<file path="config.mk">
export PLATFORM = sky130hd
export DESIGN_NAME = ecc_sector_sched_flat
export DESIGN_NICKNAME = d
export VERILOG_FILES = /design/src/rtl/ecc_sector_sched_pkg.sv /design/src/rtl/ecc_sector_sched_if.sv /design/src/rtl/ecc_sector_sched_tmo.sv /design/src/rtl/ecc_sector_sched.sv /design/src/flat_wrapper.sv
export SDC_FILE = /design/constraint.sdc
export NUM_CORES = 1
export LEC_CHECK = 0
export BUFFER_PORTS_ARGS = -buffer_cell sky130_fd_sc_hd__buf_4
export CORE_MARGIN = 2
export CORE_UTILIZATION = 48
export CTS_CLUSTER_DIAMETER = 30
export CTS_CLUSTER_SIZE = 24
export DETAILED_ROUTE_END_ITERATION = 12
export PLACE_DENSITY = 0.95
export SLEW_MARGIN = 20
export SYNTH_ARGS = -nofsm -noshare
export SYNTH_HDL_FRONTEND = slang
export SYNTH_SLANG_ARGS = --single-unit
</file>
<file path="constraint.sdc">
create_clock -name clk -period 3.4 [get_ports clk]
set_clock_uncertainty 0.15 [all_clocks]
set_input_delay 0.34 -clock clk [delete_from_list [all_inputs] [get_ports clk]]
set_output_delay 0.34 -clock clk [all_outputs]
set_load 0.1 [all_outputs]
</file>
<file path="src/rtl/ecc_sector_sched_pkg.sv">
`default_nettype none
// ============================================================================
// Module   : ecc_sector_sched_pkg
// Brief    : Shared constants and state encoding for the ECC sector scheduler.
// Revision : 1.0 - initial release
// ============================================================================
package ecc_sector_sched_pkg;

    localparam int ECC_SECT_WORDS  = 256;
    localparam int ECC_WORD_W      = 32;
    localparam int ECC_MAX_SECTS   = 8;
    localparam int ECC_TMO_DEFAULT = 65535;

    localparam int c_st_w = 3;
    localparam logic [c_st_w-1:0] c_st_idle     = 3'd0;
    localparam logic [c_st_w-1:0] c_st_req      = 3'd1;
    localparam logic [c_st_w-1:0] c_st_load     = 3'd2;
    localparam logic [c_st_w-1:0] c_st_wait_dec = 3'd3;
    localparam logic [c_st_w-1:0] c_st_unload   = 3'd4;
    localparam logic [c_st_w-1:0] c_st_drain    = 3'd5;
    localparam logic [c_st_w-1:0] c_st_next     = 3'd6;

    // A page job must carry between 1 and max_sects sectors.
    function automatic logic sects_ok(input int sects, input int max_sects);
        return (sects != 0) && (sects <= max_sects);
    endfunction

endpackage
`default_nettype wire

</file>
<file path="src/rtl/ecc_sector_sched_if.sv">
`default_nettype none
// ============================================================================
// Module   : ecc_sector_sched_if
// Brief    : Job, stream and engine signals of the ECC sector scheduler.
// Revision : 1.0 - initial release
// ============================================================================
interface ecc_sector_sched_if
    import ecc_sector_sched_pkg::*;
#(
    parameter int MAX_SECTS = ECC_MAX_SECTS
);
    localparam int c_idx_w = $clog2(MAX_SECTS);

    logic                  page_start;
    logic [c_idx_w:0]      page_sects;
    logic                  in_valid;
    logic                  in_ready;
    logic [ECC_WORD_W-1:0] in_data;
    logic                  out_valid;
    logic [ECC_WORD_W-1:0] out_data;
    logic                  out_last;
    logic                  busy;
    logic                  page_done;
    logic                  page_err;
    logic [c_idx_w-1:0]    err_sect;
    logic                  ecc_code_req;
    logic                  ecc_code_rdy;
    logic                  wr_en;
    logic                  rd_en;
    logic [ECC_WORD_W-1:0] eng_din;
    logic [ECC_WORD_W-1:0] eng_dout;
    logic                  ecc_code_over;
    logic                  code_output_over;

    modport master (
        input  page_start, page_sects, in_valid, in_data, ecc_code_rdy,
               eng_dout, ecc_code_over, code_output_over,
        output in_ready, out_valid, out_data, out_last, busy, page_done,
               page_err, err_sect, ecc_code_req, wr_en, rd_en, eng_din
    );

    modport slave (
        output page_start, page_sects, in_valid, in_data, ecc_code_rdy,
               eng_dout, ecc_code_over, code_output_over,
        input  in_ready, out_valid, out_data, out_last, busy, page_done,
               page_err, err_sect, ecc_code_req, wr_en, rd_en, eng_din
    );

endinterface
`default_nettype wire

</file>
<file path="src/rtl/ecc_sector_sched_tmo.sv">
`default_nettype none
// ============================================================================
// Module   : ecc_tmo_cnt
// Brief    : Loadable decode-wait counter; flags the cycle it reaches the limit.
// Revision : 1.0 - initial release
// ============================================================================
module ecc_tmo_cnt #(
    parameter int TMO_CYCLES = 65535
) (
    input  logic clk,
    input  logic rst,
    input  logic i_load,
    input  logic i_en,
    output logic o_expire
);
    localparam int c_cnt_w = $clog2(TMO_CYCLES + 1);

    logic [c_cnt_w-1:0] r_cnt;

    always_ff @(posedge clk) begin
        if (rst) begin
            r_cnt <= '0;
        end else if (i_load) begin
            r_cnt <= '0;
        end else if (i_en) begin
            r_cnt <= r_cnt + c_cnt_w'(1);
        end
    end

    // Expire on the count that carries the counter onto TMO_CYCLES.
    assign o_expire = i_en && (r_cnt == c_cnt_w'(TMO_CYCLES - 1));

endmodule
`default_nettype wire

</file>
<file path="src/rtl/ecc_sector_sched.sv">
`default_nettype none
// ============================================================================
// Module   : ecc_sector_sched
// Brief    : Pumps each sector of a NAND page through the ECC decode engine.
// Revision : 1.0 - initial release
// ============================================================================
module ecc_sector_sched
    import ecc_sector_sched_pkg::*;
#(
    parameter int SECT_WORDS = ECC_SECT_WORDS,
    parameter int MAX_SECTS  = ECC_MAX_SECTS,
    parameter int TMO_CYCLES = ECC_TMO_DEFAULT
) (
    input  logic               clk,
    input  logic               rst,
    ecc_sector_sched_if.master bus
);
    localparam int c_idx_w  = $clog2(MAX_SECTS);
    localparam int c_wcnt_w = $clog2(SECT_WORDS) + 1;
    localparam logic [c_wcnt_w-1:0] c_last_word = c_wcnt_w'(SECT_WORDS - 1);

    logic [c_st_w-1:0]   r_state;
    logic [c_wcnt_w-1:0] r_word_cnt;
    logic [c_idx_w:0]    r_count;
    logic [c_idx_w-1:0]  r_sect_idx;
    logic [c_idx_w-1:0]  r_err_sect;
    logic                r_busy;
    logic                r_page_done;
    logic                r_page_err;
    logic                r_out_valid;
    logic                r_out_last;
    logic                r_over_seen;

    logic w_in_ready;
    logic w_accept;
    logic w_rd;
    logic w_req;
    logic w_tmo_load;
    logic w_tmo_en;
    logic w_tmo_expire;
    logic w_last_sect;

    assign w_in_ready  = (r_state == c_st_load);
    assign w_accept    = w_in_ready && bus.in_valid;
    assign w_rd        = (r_state == c_st_unload);
    assign w_req       = (r_state == c_st_req) && bus.ecc_code_rdy;
    assign w_tmo_load  = w_accept && (r_word_cnt == c_last_word);
    assign w_tmo_en    = (r_state == c_st_wait_dec);
    assign w_last_sect = (({1'b0, r_sect_idx} + (c_idx_w + 1)'(1)) == r_count);

    ecc_tmo_cnt #(
        .TMO_CYCLES (TMO_CYCLES)
    ) u_tmo (
        .clk      (clk),
        .rst      (rst),
        .i_load   (w_tmo_load),
        .i_en     (w_tmo_en),
        .o_expire (w_tmo_expire)
    );

    // Engine strobes and the write data path are combinational so each
    // accepted upstream word reaches the engine in the cycle it is accepted.
    assign bus.in_ready     = w_in_ready;
    assign bus.wr_en        = w_accept;
    assign bus.eng_din      = w_accept ? bus.in_data : '0;
    assign bus.rd_en        = w_rd;
    assign bus.ecc_code_req = w_req;
    assign bus.out_valid    = r_out_valid;
    assign bus.out_data     = r_out_valid ? bus.eng_dout : '0;
    assign bus.out_last     = r_out_last;
    assign bus.busy         = r_busy;
    assign bus.page_done    = r_page_done;
    assign bus.page_err     = r_page_err;
    assign bus.err_sect     = r_err_sect;

    always_ff @(posedge clk) begin
        if (rst) begin
            r_state     <= c_st_idle;
            r_word_cnt  <= '0;
            r_count     <= '0;
            r_sect_idx  <= '0;
            r_err_sect  <= '0;
            r_busy      <= 1'b0;
            r_page_done <= 1'b0;
            r_page_err  <= 1'b0;
            r_out_valid <= 1'b0;
            r_out_last  <= 1'b0;
            r_over_seen <= 1'b0;
        end else begin
            r_page_done <= 1'b0;
            r_page_err  <= 1'b0;
            r_out_valid <= w_rd;
            r_out_last  <= w_rd && (r_word_cnt == c_last_word);

            case (r_state)
                c_st_idle: begin
                    if (bus.page_start) begin
                        if (sects_ok(int'(bus.page_sects), MAX_SECTS)) begin
                            r_count    <= bus.page_sects;
                            r_sect_idx <= '0;
                            r_busy     <= 1'b1;
                            r_state    <= c_st_req;
                        end else begin
                            r_page_err <= 1'b1;
                            r_err_sect <= '0;
                        end
                    end
                end
                c_st_req: begin
                    if (bus.ecc_code_rdy) begin
                        r_word_cnt <= '0;
                        r_state    <= c_st_load;
                    end
                end
                c_st_load: begin
                    if (w_accept) begin
                        r_word_cnt <= r_word_cnt + c_wcnt_w'(1);
                        if (r_word_cnt == c_last_word) begin
                            r_state <= c_st_wait_dec;
                        end
                    end
                end
                c_st_wait_dec: begin
                    if (bus.ecc_code_over) begin
                        r_word_cnt  <= '0;
                        r_over_seen <= 1'b0;
                        r_state     <= c_st_unload;
                    end else if (w_tmo_expire) begin
                        r_page_err <= 1'b1;
                        r_err_sect <= r_sect_idx;
                        r_busy     <= 1'b0;
                        r_state    <= c_st_idle;
                    end
                end
                c_st_unload: begin
                    r_word_cnt <= r_word_cnt + c_wcnt_w'(1);
                    // Hold an early output-complete so DRAIN cannot miss it.
                    if (bus.code_output_over) begin
                        r_over_seen <= 1'b1;
                    end
                    if (r_word_cnt == c_last_word) begin
                        r_state <= c_st_drain;
                    end
                end
                c_st_drain: begin
                    if (bus.code_output_over || r_over_seen) begin
                        r_state <= c_st_next;
                    end
                end
                c_st_next: begin
                    if (w_last_sect) begin
                        r_page_done <= 1'b1;
                        r_busy      <= 1'b0;
                        r_state     <= c_st_idle;
                    end else begin
                        r_sect_idx <= r_sect_idx + c_idx_w'(1);
                        r_state    <= c_st_req;
                    end
                end
                default: begin
                    r_state <= c_st_idle;
                end
            endcase
        end
    end

endmodule
`default_nettype wire

</file>
<file path="src/flat_wrapper.sv">
// flat-port wrapper written by rule: the top's interface ports become plain ports
module ecc_sector_sched_flat import ecc_sector_sched_pkg::*;
#(
    parameter int SECT_WORDS = ECC_SECT_WORDS,
    parameter int MAX_SECTS  = ECC_MAX_SECTS,
    parameter int TMO_CYCLES = ECC_TMO_DEFAULT
)
  (clk, rst, bus_page_start, bus_page_sects, bus_in_valid, bus_in_data, bus_ecc_code_rdy, bus_eng_dout, bus_ecc_code_over, bus_code_output_over, bus_in_ready, bus_out_valid, bus_out_data, bus_out_last, bus_busy, bus_page_done, bus_page_err, bus_err_sect, bus_ecc_code_req, bus_wr_en, bus_rd_en, bus_eng_din);
  ecc_sector_sched_if #(.MAX_SECTS(MAX_SECTS)) bus_i ();
  input  logic clk;
  input  logic rst;
  input wire logic [$bits(bus_i.page_start)-1:0] bus_page_start;
  input wire logic [$bits(bus_i.page_sects)-1:0] bus_page_sects;
  input wire logic [$bits(bus_i.in_valid)-1:0] bus_in_valid;
  input wire logic [$bits(bus_i.in_data)-1:0] bus_in_data;
  input wire logic [$bits(bus_i.ecc_code_rdy)-1:0] bus_ecc_code_rdy;
  input wire logic [$bits(bus_i.eng_dout)-1:0] bus_eng_dout;
  input wire logic [$bits(bus_i.ecc_code_over)-1:0] bus_ecc_code_over;
  input wire logic [$bits(bus_i.code_output_over)-1:0] bus_code_output_over;
  output wire logic [$bits(bus_i.in_ready)-1:0] bus_in_ready;
  output wire logic [$bits(bus_i.out_valid)-1:0] bus_out_valid;
  output wire logic [$bits(bus_i.out_data)-1:0] bus_out_data;
  output wire logic [$bits(bus_i.out_last)-1:0] bus_out_last;
  output wire logic [$bits(bus_i.busy)-1:0] bus_busy;
  output wire logic [$bits(bus_i.page_done)-1:0] bus_page_done;
  output wire logic [$bits(bus_i.page_err)-1:0] bus_page_err;
  output wire logic [$bits(bus_i.err_sect)-1:0] bus_err_sect;
  output wire logic [$bits(bus_i.ecc_code_req)-1:0] bus_ecc_code_req;
  output wire logic [$bits(bus_i.wr_en)-1:0] bus_wr_en;
  output wire logic [$bits(bus_i.rd_en)-1:0] bus_rd_en;
  output wire logic [$bits(bus_i.eng_din)-1:0] bus_eng_din;
  assign bus_i.page_start = bus_page_start;
  assign bus_i.page_sects = bus_page_sects;
  assign bus_i.in_valid = bus_in_valid;
  assign bus_i.in_data = bus_in_data;
  assign bus_i.ecc_code_rdy = bus_ecc_code_rdy;
  assign bus_i.eng_dout = bus_eng_dout;
  assign bus_i.ecc_code_over = bus_ecc_code_over;
  assign bus_i.code_output_over = bus_code_output_over;
  assign bus_in_ready = bus_i.in_ready;
  assign bus_out_valid = bus_i.out_valid;
  assign bus_out_data = bus_i.out_data;
  assign bus_out_last = bus_i.out_last;
  assign bus_busy = bus_i.busy;
  assign bus_page_done = bus_i.page_done;
  assign bus_page_err = bus_i.page_err;
  assign bus_err_sect = bus_i.err_sect;
  assign bus_ecc_code_req = bus_i.ecc_code_req;
  assign bus_wr_en = bus_i.wr_en;
  assign bus_rd_en = bus_i.rd_en;
  assign bus_eng_din = bus_i.eng_din;
  ecc_sector_sched #(.SECT_WORDS(SECT_WORDS), .MAX_SECTS(MAX_SECTS), .TMO_CYCLES(TMO_CYCLES)) u_core (.clk(clk), .rst(rst), .bus(bus_i));
endmodule
</file>
# [Word-level counts from Yosys, hierarchy flattened]
# Cells that the tools add are included.
[op_classes] addsub=4 multipliers=0 div=0 order_cmp=1 n_eq_ne=24 n_shift=0 muxes=41 bitwise_logic=1 n_reduce_logical=23
[op_table] operator="two-way mux 32 bit" count=2
[op_table] operator="two-way mux 3 bit" count=16
[op_table] operator="case mux 9 bit (4 select lines)" count=1
[op_table] operator="two-way mux 9 bit" count=3
[op_table] operator="case mux 3 bit (7 select lines)" count=1
[op_table] operator="!= test 2 bit, second input constant" count=10
[op_table] operator="adder 16 x 1 -> 16 bit, second input constant" count=1
[op_table] operator="== test 16 bit, second input constant" count=1
[op_table] operator="two-way mux 1 bit" count=13
[op_table] operator="case mux 3 bit (2 select lines)" count=2
[op_table] operator="adder 9 x 1 -> 9 bit, second input constant" count=1
[op_table] operator="== test 3 bit, second input constant" count=3
[op_table] operator="== test 9 x 8 -> 1 bit, second input constant" count=1
[op_table] operator="!= test 2 x 1 -> 1 bit, second input constant" count=4
[op_table] operator="AND reduction 4 bit" count=2
[op_table] operator="AND reduction 8 bit" count=1
[op_table] operator="nonzero test 4 bit" count=2
[op_table] operator="== test 3 x 2 -> 1 bit, second input constant" count=2
[op_table] operator="logical AND 1 bit" count=6
[op_table] operator="AND reduction 3 bit" count=2
[op_table] operator="AND reduction 6 bit" count=1
[op_table] operator="nonzero test 2 bit" count=3
[op_table] operator="AND reduction 5 bit" count=1
[op_table] operator="adder 3 x 1 -> 4 bit, second input constant" count=1
[op_table] operator="12 further kinds" count=14
[word_totals] regBits=44 latchBits=0 mem_bits_rw=0 romBits=0 input_bits=75 output_inout_bits=76 elab_cells=106 mem_count=0

# [Logic depth before layout (Yosys ltp)]
# Gate-level depths: netlist of the first run.
[logic_depth] word_depth=5 ltp_mapped=9

# [By module]
# Synthesis of the first run repeated with hierarchy kept, for this count alone.
[unflattened] cells_unflattened=342 hier_area_um2=2792.7
[modules_own_cells] module="ecc_sector_sched" n_inst=1 cells_per_inst=249 area_per_inst_um2=1964.4 seq_area_each_um2=560.5
[modules_own_cells] module="ecc_tmo_cnt" n_inst=1 cells_per_inst=93 area_per_inst_um2=828.3 seq_area_each_um2=320.3

# [Least setup slack after synthesis of the first run]
# Ideal clock, no wire load.
[synth_timing] kind="register to output" from="register u_core.r_state[0]" to="output port bus_ecc_code_req" t_arrival_ns=3.657 required_time_ns=2.910 path_slack_ns=-0.747 stages_incl_launch_ff=4 path_cell_list="dfxtp_1 buf_4 inv_1 nor4b_1"
[synth_via] elab_chain_cells=2
[synth_lines] item="from (decl)" line_no="ecc_sector_sched.sv:22" text="logic [c_st_w-1:0] r_state;"
[synth_lines] item="from (signal assigned)" line_no="ecc_sector_sched.sv:78" text="r_state <= c_st_idle;"
[synth_lines] item="from (signal assigned)" line_no="ecc_sector_sched.sv:102" text="r_state <= c_st_req;"
[synth_lines] item="from (signal assigned)" line_no="ecc_sector_sched.sv:112" text="r_state <= c_st_load;"
[synth_lines] item="== test 3 x 1 -> 1 bit" line_no="ecc_sector_sched.sv:46" text="assign w_req = (r_state == c_st_req) && bus.ecc_code_rdy;"
[synth_lines] item="logical AND 1 bit" line_no="ecc_sector_sched.sv:46"
[synth_lines] item="to (decl)" line_no="flat_wrapper.sv:28" text="output wire logic [$bits(bus_i.ecc_code_req)-1:0] bus_ecc_code_req;"
# Every way passes these cells.

# [Worst setup path in the final report of the first run]
[layout_timing] from="register u_core.r_state[1]" to="output port bus_eng_din[16]"
[layout_via] elab_chain_cells=3
[layout_lines] item="== test 3 x 2 -> 1 bit" line_no="ecc_sector_sched.sv:43" text="assign w_in_ready = (r_state == c_st_load);"
[layout_lines] item="logical AND 1 bit" line_no="ecc_sector_sched.sv:44" text="assign w_accept = w_in_ready && bus.in_valid;"
[layout_lines] item="two-way mux 32 bit" line_no="ecc_sector_sched.sv:65" text="assign bus.eng_din = w_accept ? bus.in_data : '0;"
[layout_lines] item="to (decl)" line_no="flat_wrapper.sv:31" text="output wire logic [$bits(bus_i.eng_din)-1:0] bus_eng_din;"
# Every way passes these cells.

==> run metrics, run 1 <==
end of the worst register-to-register path u_core.u_tmo.r_cnt[2]; TritonRoute pass-1 iters 4; actual slew at the worst max-slew pin 880 ps; crit end category primary output; VDD IR-drop max 0.000319 V; Comb pwr share 0.231; Int Pwr 0.00103 W; period utilisation layout 0.862; row cnt 27; MaxCap Viol Count 0; max incr delay on CP 840 ps; critical path class reg -> out; # H-tree levels 2; die height between 70 and 80 um; crit-path cells and3_1, and2_1, buf_4; # setup viols final 0; Vias/cell 5.17; core area around 0.0054 mm^2; CP Launch Point u_core.r_state[1]; I/O pins 151; Layout area overhead 48.1%; hold_ws 142 ps; vias in the first global route between 2,000 and 3,000; syn nets 403; worst setup path end bus_eng_din[16]; cell family with most CP delay simple AND/OR/NAND/NOR gates; first-pass GRT wire length 12,700 um; post-synthesis register bit count 44; initial antenna violation count 0; Hold Buf Count CTS 0; EDFF count, synth 0; # diodes 0; CTS tree yes; RD Place Congestion 0.844; Root Driver clkbuf_8; Die Wd about 79 um; commonest cells after routing, fill and taps aside buf_4, and2_1, dfxtp_1; Sequential Area 881 um^2; DR vias around 2,800; multi-input logic area 0.00169 mm^2; YS warnings 0; commonest non-fill, non-tap cell in the layout buf_4; Initial Utilization 0.492; Wirelength per Cell 15.4 um; Final Non-Filler Cells roughly 540; Clock transition at path regs 90 ps; antenna-violating nets left 0; cell taking the most area after synthesis dfxtp_1; die area 0.00619 mm^2; Clock power frac 0.382; final hold violation count 0; Startpoint Class flip-flop; Max Buffers Root-to-Sink 2; Critical Path RT 2910 ps; total gr overflow 0; post-synthesis sequential area ratio 0.329; Buf+Inv Stages, Crit Path 1; Post-Syn Instances between 300 and 400; setup_tns 0 ps; Synth async-reset ratio 0; WP depth 3; Critical R2R Launch u_core.r_state[1]; outcome finished, final reports clean; leakage between 1.5 and 2 nW; CTS Buf Count 5; initial drt markers 188; pwr dens 362 mW/mm^2; Max Slew Vio Count 0; Flop pwr share 0.387; Main synth FF type dfxtp_1; FMAX 341 MHz; sw frac 0.286; worst path arrival time 2440 ps; NetSw 0.000412 W; reg-to-reg setup timing slack 920 ps; Fill cells 396; post-CTS resize count 0; R2R depth 3; RSZ-0062 raised after global routing false; PortBufs 150; # DRC 0; GRT Total Usage 0.259; largest net degree at the start of global routing 35; crit path max fanout 34; slowest cell on the critical path and3_1; Post-CTS Setup Bufs 0; Detailed Place HPWL 6370 um; clk_lat worst skew 300 ps; Synth area leaders dfxtp_1, and2_1, nor2_1; post-layout min period 2930 ps; Hold WC Path Type in -> reg; layout cells sized above 1 0.380; Syn Area/Cell 8.29 um^2; Nets 542; Slew headroom 0.413; WL final 8240 um; clk sinks 44; Post-Syn Area about 0.0027 mm^2; Placed Instances 527; synth unique cells 62; top-area cell type share of the netlist area 0.329
stage by stage:
stage                      util  cell area, um^2  setup slack, ps  total power, W
final                     0.729             3970              469         0.00144
after global routing      0.729             3970              314         0.00149
after CTS                 0.729             3970              500         0.00144
after detailed placement  0.700             3810              837        0.000897
after global placement    0.700             3810              959        0.000887
after floorplan               -             2680              197        0.000791
worst min path at each step:
stage | from | end | cells after the start
after floorplan | u_core.u_tmo.r_cnt[14] | u_core.u_tmo.r_cnt[14] | 2
after global placement | u_core.bus.err_sect[1] | u_core.bus.err_sect[1] | 1
after detailed placement | u_core.bus.err_sect[2] | u_core.bus.err_sect[2] | 1
after CTS | bus_page_sects[2] | u_core.r_count[2] | 3
after global routing | bus_code_output_over | u_core.r_over_seen | 3
final | bus_page_sects[2] | u_core.r_count[2] | 3
state kept, by name, indices dropped and copies added, names as in the netlist:
signal / flops
u_core.r_count: 4
u_core.bus.out_last: 1
u_core.bus.out_valid: 1
u_core.r_word_cnt: 9
u_core.r_over_seen: 1
u_core.u_tmo.r_cnt: 16
u_core.bus.busy: 1
u_core.bus.page_err: 1
u_core.r_sect_idx: 3
u_core.bus.page_done: 1
u_core.bus.err_sect: 3
u_core.r_state: 3
power by group through the flow:
stage / clock, W / sequential, W / combinational, W
2_1_floorplan: 0 / 0.000574 / 0.000216
3_3_place_gp: 0 / 0.000566 / 0.000321
3_5_place_dp: 0 / 0.000568 / 0.000329
4_1_cts: 0.000553 / 0.000556 / 0.000331
5_1_grt: 0.000578 / 0.000558 / 0.000351
6_report: 0.000549 / 0.000556 / 0.000332
metal layers:
| metal | track usage | vias to the layer above | wire length (um) |
|---|---|---|---|
| met4 | 0.0719 | 0 | 96 |
| met3 | 0.0678 | 9 | 651 |
| li1 | - | 1370 | - |
| met1 | 0.294 | 1270 | 3120 |
| met2 | 0.475 | 116 | 4370 |
| met5 | 0 | - | 0 |
worst register-to-register path, delay by kind of cell, from the launching register on:
kind,cells,cell delay [ps]
AOI/OAI and AO/OA,1,540
DFF,1,710
and+or+nand+nor,2,950
cells in the mapped netlist, types with 2 or more instances:
cell,count
nor4_1,4
nor4_2,2
o22a_1,2
nand2b_1,5
and3_1,2
a211oi_1,3
mux2i_1,6
clkbuf_1,9
or3_1,3
nand2_1,20
buf_4,4
xor2_1,10
a22o_1,3
nand4b_1,2
nor3_1,8
and2_1,66
nor3b_1,2
nand3_1,8
nor2_1,42
nor4b_2,2
buf_1,2
dfxtp_1,44
a21oi_1,8
xnor2_1,12
o21ai_0,4
ha_1,5
nor2_2,2
nand4_1,4
inv_1,5
buf_2,2
layout make-up:
class | count | share of cell area
clock inverters | 3 | 0.0227
multi-input cells | 256 | 0.426
inverters | 5 | 0.00473
clock buffers | 5 | 0.0174
flip-flops and latches | 44 | 0.222
repair buffers | 150 | 0.284
well taps | 72 | 0.0227
cell families (layout without fill, tap and decap cells):
family | after synthesis | in the layout | synth area share
mux | 8 | 8 | 0.0322
xor+xnor | 22 | 22 | 0.0720
simple gates | 184 | 184 | 0.393
fa+ha+maj | 5 | 5 | 0.0234
flops | 44 | 44 | 0.329
buf+inv | 23 | 163 | 0.0416
compound gates | 37 | 37 | 0.109
Note: power is estimated with default switching activity, not from simulation.
==> run 2, diff against run 1 <==
Settings changed: ABC_AREA set to 1, CORE_UTILIZATION 48 to 49, PLACE_DENSITY 0.95 to unset, PLACE_DENSITY_LB_ADDON set to 0.3.
==> run 2 against run 1 <==
Utilization up 0.65 points. Combinational power grew to 2.7 times the previous value. Clock power fell by 44%. Worst setup slack improved by 580 ps. Routed wire length fell by 5.6%.
==> run metrics, run 2 <==
Synth area leaders dfxtp_1, inv_1, nand2_1; CTS tree yes; biggest regs u_core.u_tmo.r_cnt: 16 flops, u_core.r_word_cnt: 9 flops, u_core.r_count: 4 flops; Hold WC Path Type in -> reg; Critical R2R Launch u_core.r_word_cnt[0]; post-synthesis register bit count 44 (unchanged); commonest cells after routing, fill and taps aside buf_4, inv_1, nand2_1; synth unique cells 28 (-55%); commonest non-fill, non-tap cell in the layout buf_4; core area 0.00551 mm^2 (+1.2%); setup_tns 0 ps (unchanged); Detailed Place HPWL 6260 um (-1.7%); Slew headroom 0.326 (-0.0876); PortBufs 150 (unchanged); Initial Utilization 0.507 (+0.0146); vias in the first global route 3,152 (+19%); Max Buffers Root-to-Sink 2 (unchanged); die area 0.00632 mm^2 (+2.0%); Critical Path RT 3430 ps (+520 ps); post-CTS resize count 0 (unchanged); Synth async-reset ratio 0 (unchanged); max FFs per register 16 (unchanged); Post-CTS Setup Bufs 0 (unchanged); Startpoint Class flip-flop; worst path arrival time 2390 ps (-50 ps); Vias/cell 4.81 (-7.0%); TritonRoute pass-1 iters 6 (+2); Nets 710 (+31%); min-delay src bus_page_sects[3]; RSZ-0062 raised after global routing false; Fill cells 470 (+19%); crit end category flip-flop; Worst Hold Path Cells 3 (unchanged); post-synthesis sequential area ratio 0.316 (-0.0134); most common cell in the netlist inv_1; # DRC 0 (unchanged); leakage 2.30 nW (+26%); FMAX 425 MHz (+25%); final hold violation count 0 (unchanged); WL final 7780 um (-5.6%); clk sinks 44 (unchanged); top post-synthesis cells by count inv_1, nand2_1, nor2_1; setup ws final 1050 ps (+577 ps); # setup viols final 0 (unchanged); EDFF count, synth 0 (unchanged); syn nets 561 (+39%); crit path max fanout 10 (-71%); Wirelength per Cell 11.1 um (-28%); first-pass GRT wire length 12,500 um (-1.4%); post-layout min period 2350 ps (-577 ps); total gr overflow 0 (unchanged); YS warnings 0 (unchanged); Root Driver clkbuf_8; worst slack, placed 1060 ps (+227 ps); VDD IR-drop max 0.000327 V (+2.7%); largest register by flop count u_core.u_tmo.r_cnt; layout cells sized above 1 0.271 (-0.109); Syn Area/Cell 5.80 um^2 (-30%); initial drt markers 101 (-46%); Sequential Area 881 um^2 (unchanged); Clock transition at path regs 80 ps (about the same); # H-tree levels 2 (unchanged); cell taking the most area after synthesis dfxtp_1; I/O pins 151 (unchanged); end of the worst register-to-register path u_core.u_tmo.r_cnt[4]; actual slew at the worst max-slew pin 1010 ps (+130 ps); Layout area overhead 45.1%; MaxCap Viol Count 0 (unchanged); GRT Total Usage 0.244 (-0.0152); initial antenna violation count 0 (unchanged); CTS Buf Count 5 (unchanged); Main synth FF type dfxtp_1; RD Place Congestion 0.861 (+2.0%); R2R depth 11 (+8); # diodes 0 (unchanged); pwr dens 455 mW/mm^2 (+26%); hold worst-path end u_core.r_count[3]; row cnt 27 (unchanged); die height 79.5 um (+1.0%); multi-input logic area 0.00142 mm^2 (-16%); period utilisation layout 0.692 (-0.170); Die Wd 79.5 um (+1.0%); DR vias 3,374 (+22%); outcome finished, final reports clean; Hold Buf Count CTS 0 (unchanged); Post-Syn Area 0.00279 mm^2 (+4.3%); largest net degree at the start of global routing 35 (unchanged); antenna-violating nets left 0 (unchanged); reg-to-reg setup timing slack 1050 ps (+130 ps); clk_lat worst skew 290 ps (about the same); Max Slew Vio Count 0 (unchanged); Post-Syn Instances 481 (+49%); critical path class reg -> reg; top-area cell type share of the netlist area 0.316 (-0.0134)
-- run 2: cell count changes in the layout (fill, tap and decap cells not counted), moves of 4 or more --
cell	change
a21oi_1	+23
and2_1	-66
inv_1	+111
mux2i_1	-6
nand2_1	+92
nand2b_1	-5
nand3_1	+18
nor2_1	+33
nor3_1	+6
nor4_1	-4
o21ai_0	+14
o21ai_1	+4
xnor2_1	-12
xor2_1	-6
-- run 2: kinds of logic (layout without fill, tap and decap cells) --
group / count (synthesis) / in the layout / synth area share
adders and majority gates: 5 / 5 / 0.0224
AOI/OAI and AO/OA: 55 / 55 / 0.104
xor gates and xnor gates: 4 / 4 / 0.0125
buffers and inverters: 129 / 278 / 0.177
and+or+nand+nor: 244 / 244 / 0.369
DFF: 44 / 44 / 0.316
-- run 2: worst max path at each step --
| stage | startpoint | end | slack [ps] |
|---|---|---|---|
| 4_1_cts | u_core.r_word_cnt[0] | u_core.u_tmo.r_cnt[4] | 1050 |
| 6_report | u_core.r_word_cnt[0] | u_core.u_tmo.r_cnt[4] | 1050 |
| 3_5_place_dp | u_core.r_word_cnt[0] | u_core.u_tmo.r_cnt[4] | 1060 |
| 5_1_grt | u_core.r_word_cnt[0] | u_core.u_tmo.r_cnt[5] | 820 |
| 3_3_place_gp | u_core.r_word_cnt[0] | u_core.u_tmo.r_cnt[5] | 1180 |
| 2_1_floorplan | u_core.r_state[0] | bus_eng_din[22] | -330 |
-- run 2: routing by layer --
layer / part of all wire / track usage / up-vias / routed length (um)
met5: 0 / 0 / - / 0
met4: 0.0084 / 0.0569 / 0 / 65
met3: 0.085 / 0.0611 / 8 / 659
met2: 0.53 / 0.491 / 138 / 4100
met1: 0.38 / 0.246 / 1494 / 2960
li1: - / - / 1734 / -
-- run 2: layout make-up --
cell class	instances	share of cell area
repair buffers	151	0.280
multi-input cells	308	0.350
clock inverters	1	0.00124
flip-flops and latches	44	0.217
clock buffers	6	0.0179
well taps	72	0.0222
inverters	120	0.112
-- run 2: power by group --
part,internal [W],total [W],switching [W]
Clock,0.000140,0.000310,0.000170
Combinational,0.000246,0.000905,0.000659
Sequential,0.000566,0.000627,0.0000608
-- run 2: per-stage QoR --
stage / cells / util / hold slack [ps] / power [W] / instance area [um^2]
after global routing: 702 / 0.736 / 166 / 0.00196 / 4050
after global placement: 695 / 0.722 / 283 / 0.00152 / 3970
after CTS: 702 / 0.736 / 157 / 0.00185 / 4050
final: 702 / 0.736 / 156 / 0.00184 / 4050
after detailed placement: 695 / 0.722 / 286 / 0.00154 / 3970
after floorplan: 481 / - / 259 / 0.00133 / 2790
-- run 2: critical path: stages (launching register included) --
cell,delay [ps]
dfxtp_1,370
ha_1,210
nand2_1,100
nor3_1,240
inv_1,80
nor3_1,140
ha_1,190
inv_1,80
o21ai_4,300
inv_1,180
o21ai_0,130
a21oi_1,70
==> run 3, diff against run 2 <==
Settings changed: CORE_UTILIZATION 49 to 41.
Clock period 3.4 ns to 1.9 ns, I/O delays scaled along.
==> run 3 against run 2 <==
The run now ends with negative setup slack left. Register-to-register slack worse by 1100 ps. Utilization rose by 7.6 points. Final cell count up 6.8%. First-iteration DRC count rose by 93%. Global-route usage increased by 2.2 points. Largest cell class is now non-clock buffers. Largest power group unchanged.
==> run metrics, run 3 (synthesized netlist as in run 2, its figures left out) <==
core area 0.00668 mm^2 (+21%); PortBufs 150 (unchanged); Slew headroom 0.780 (+0.455); initial antenna violation count 0 (unchanged); first-pass GRT wire length 16,000 um (+28%); largest register by flop count u_core.u_tmo.r_cnt; WL final 12,700 um (+64%); pwr dens 781 mW/mm^2 (+72%); setup_tns -1070 ps (-1070 ps); Fill cells 387 (-18%); antenna-violating nets left 0 (unchanged); # DRC 0 (unchanged); Nets 749 (+5.5%); biggest regs u_core.u_tmo.r_cnt: 16 flops, u_core.r_word_cnt: 9 flops, u_core.r_count: 4 flops; DR vias 3,800 (+13%); Startpoint Class flip-flop; final hold violation count 0 (unchanged); Vias/cell 5.07 (+5.4%); RD Place Congestion 0.876 (+1.7%); leakage 2.37 nW (+3.0%); GRT Total Usage 0.266 (+0.0221); # diodes 0 (unchanged); TritonRoute pass-1 iters 4 (-2); commonest cells after routing, fill and taps aside buf_4, nand2_1, inv_1; reg-to-reg setup timing slack -100 ps (-1140 ps); post-layout min period 2000 ps (-355 ps); # setup viols final 42 (+42); Initial Utilization 0.418 (-0.0891); crit end category flip-flop; dpl cell area 0.00457 mm^2 (+15%); crit path max fanout 9 (-1); max FFs per register 16 (unchanged); Detailed Place HPWL 6880 um (+10%); RSZ-0062 raised after global routing true; period utilisation layout 1.05 (+0.360); Hold WC Path Type in -> reg; cell area after layout 0.00542 mm^2 (+34%); vias in the first global route 3,448 (+9.4%); outcome finished, violations left; die height 86.5 um (+8.9%); VDD IR-drop max 0.000663 V (+100%); Die Wd 86.5 um (+8.9%); # H-tree levels 2 (unchanged); FMAX 500 MHz (+18%); CTS Buf Count 5 (unchanged); clk_lat worst skew 300 ps (about the same); worst path arrival time 2030 ps (-360 ps); layout cells sized above 1 0.470 (+0.199); MaxCap Viol Count 0 (unchanged); Critical Path RT 1940 ps (-1490 ps); Clock transition at path regs 80 ps (about the same); CTS tree yes; die area 0.00748 mm^2 (+18%); Layout area overhead 94.3%; Max Buffers Root-to-Sink 2 (unchanged); initial drt markers 195 (+93%); actual slew at the worst max-slew pin 327 ps (-683 ps); Max Slew Vio Count 0 (unchanged); clk sinks 44 (unchanged); total gr overflow 0 (unchanged); commonest non-fill, non-tap cell in the layout buf_4; critical path class reg -> reg; largest net degree at the start of global routing 34 (-2.9%); setup ws final -99.0 ps (-1140 ps); I/O pins 151 (unchanged); failing checks negative setup slack; row cnt 30 (+11%); Wirelength per Cell 17.0 um (+53%); Root Driver clkbuf_8
[run 3: changes by cell type in the layout (fill, tap and decap cells not counted), moves of 7 or more]
| cell | before | now |
|---|---|---|
| o21ai_0 | 18 | 11 |
| nor2_4 | 1 | 35 |
| nor2_1 | 75 | 40 |
| nand2_1 | 112 | 104 |
| clkinvlp_4 | 0 | 31 |
| inv_1 | 116 | 82 |
| buf_12 | 0 | 30 |
| dfxtp_1 | 44 | 36 |
[run 3: cell type report]
type / count / area, um^2 / area share
clock inverters: 3 / 41.3 / 0.00761
repair buffers: 190 / 1920 / 0.354
flip-flops and latches: 44 / 898 / 0.166
clock buffers: 5 / 68.8 / 0.0127
multi-input cells: 308 / 1820 / 0.335
well taps: 80 / 100 / 0.0185
inverters: 120 / 577 / 0.106
[run 3: per-layer routing]
| layer | track usage | vias up | share of wire |
|---|---|---|---|
| met5 | 0 | - | 0 |
| met1 | 0.277 | 1759 | 0.35 |
| met4 | 0.0952 | 0 | 0.054 |
| met2 | 0.527 | 173 | 0.53 |
| li1 | - | 1818 | - |
| met3 | 0.0448 | 50 | 0.063 |
[run 3: path summary, 6_finish.rpt]
| path | from | endpoint | cells past startpoint |
|---|---|---|---|
| max | u_core.r_state[0] | u_core.r_word_cnt[2] | 13 |
| min | rst | u_core.r_state[1] | 2 |
| max reg2reg | u_core.r_state[0] | u_core.r_word_cnt[2] | 13 |
| min reg2reg | u_core.bus.busy | u_core.bus.busy | 2 |
[run 3: per-stage QoR]
step	hold WS, ps	worst slack, ps	instances	total power, W	util
after global routing	8.06	-176	750	0.00441	0.812
after global placement	282	-71.8	727	0.00302	0.684
after floorplan	109	-437	481	0.00256	-
after CTS	5.41	-39.5	741	0.00395	0.765
after detailed placement	294	-142	727	0.00306	0.684
final	0.114	-99.0	750	0.00423	0.812
[run 3: report_power, final]
part | leakage, nW | internal [W] | switching, W | total, W
clock network | 0.0585 | 0.000390 | 0.000336 | 0.000726
registers | 0.361 | 0.00103 | 0.000103 | 0.00113
logic | 1.95 | 0.000850 | 0.00153 | 0.00238
total | 2.37 | 0.00227 | 0.00197 | 0.00423
[run 3: worst max-delay path, stage by stage, from the launching register on]
cell	delay, ps
dfxtp_4	370
inv_4	60
nand2_4	50
nor2_4	170
buf_4	130
buf_4	100
nand2_1	60
nand2_2	80
nor2_1	50
nand2_1	140
buf_4	160
inv_6	40
a21oi_1	220
nor3_1	90
[run 3: repair_timing]
item	in CTS	in global routing
setup endpoints to repair	47	57
endpoints found under the hold margin	1	0
gates resized for setup	93	55
hold buffers	1	0
setup buffers	4	7
gates cloned	1	2
pin swaps	10	13
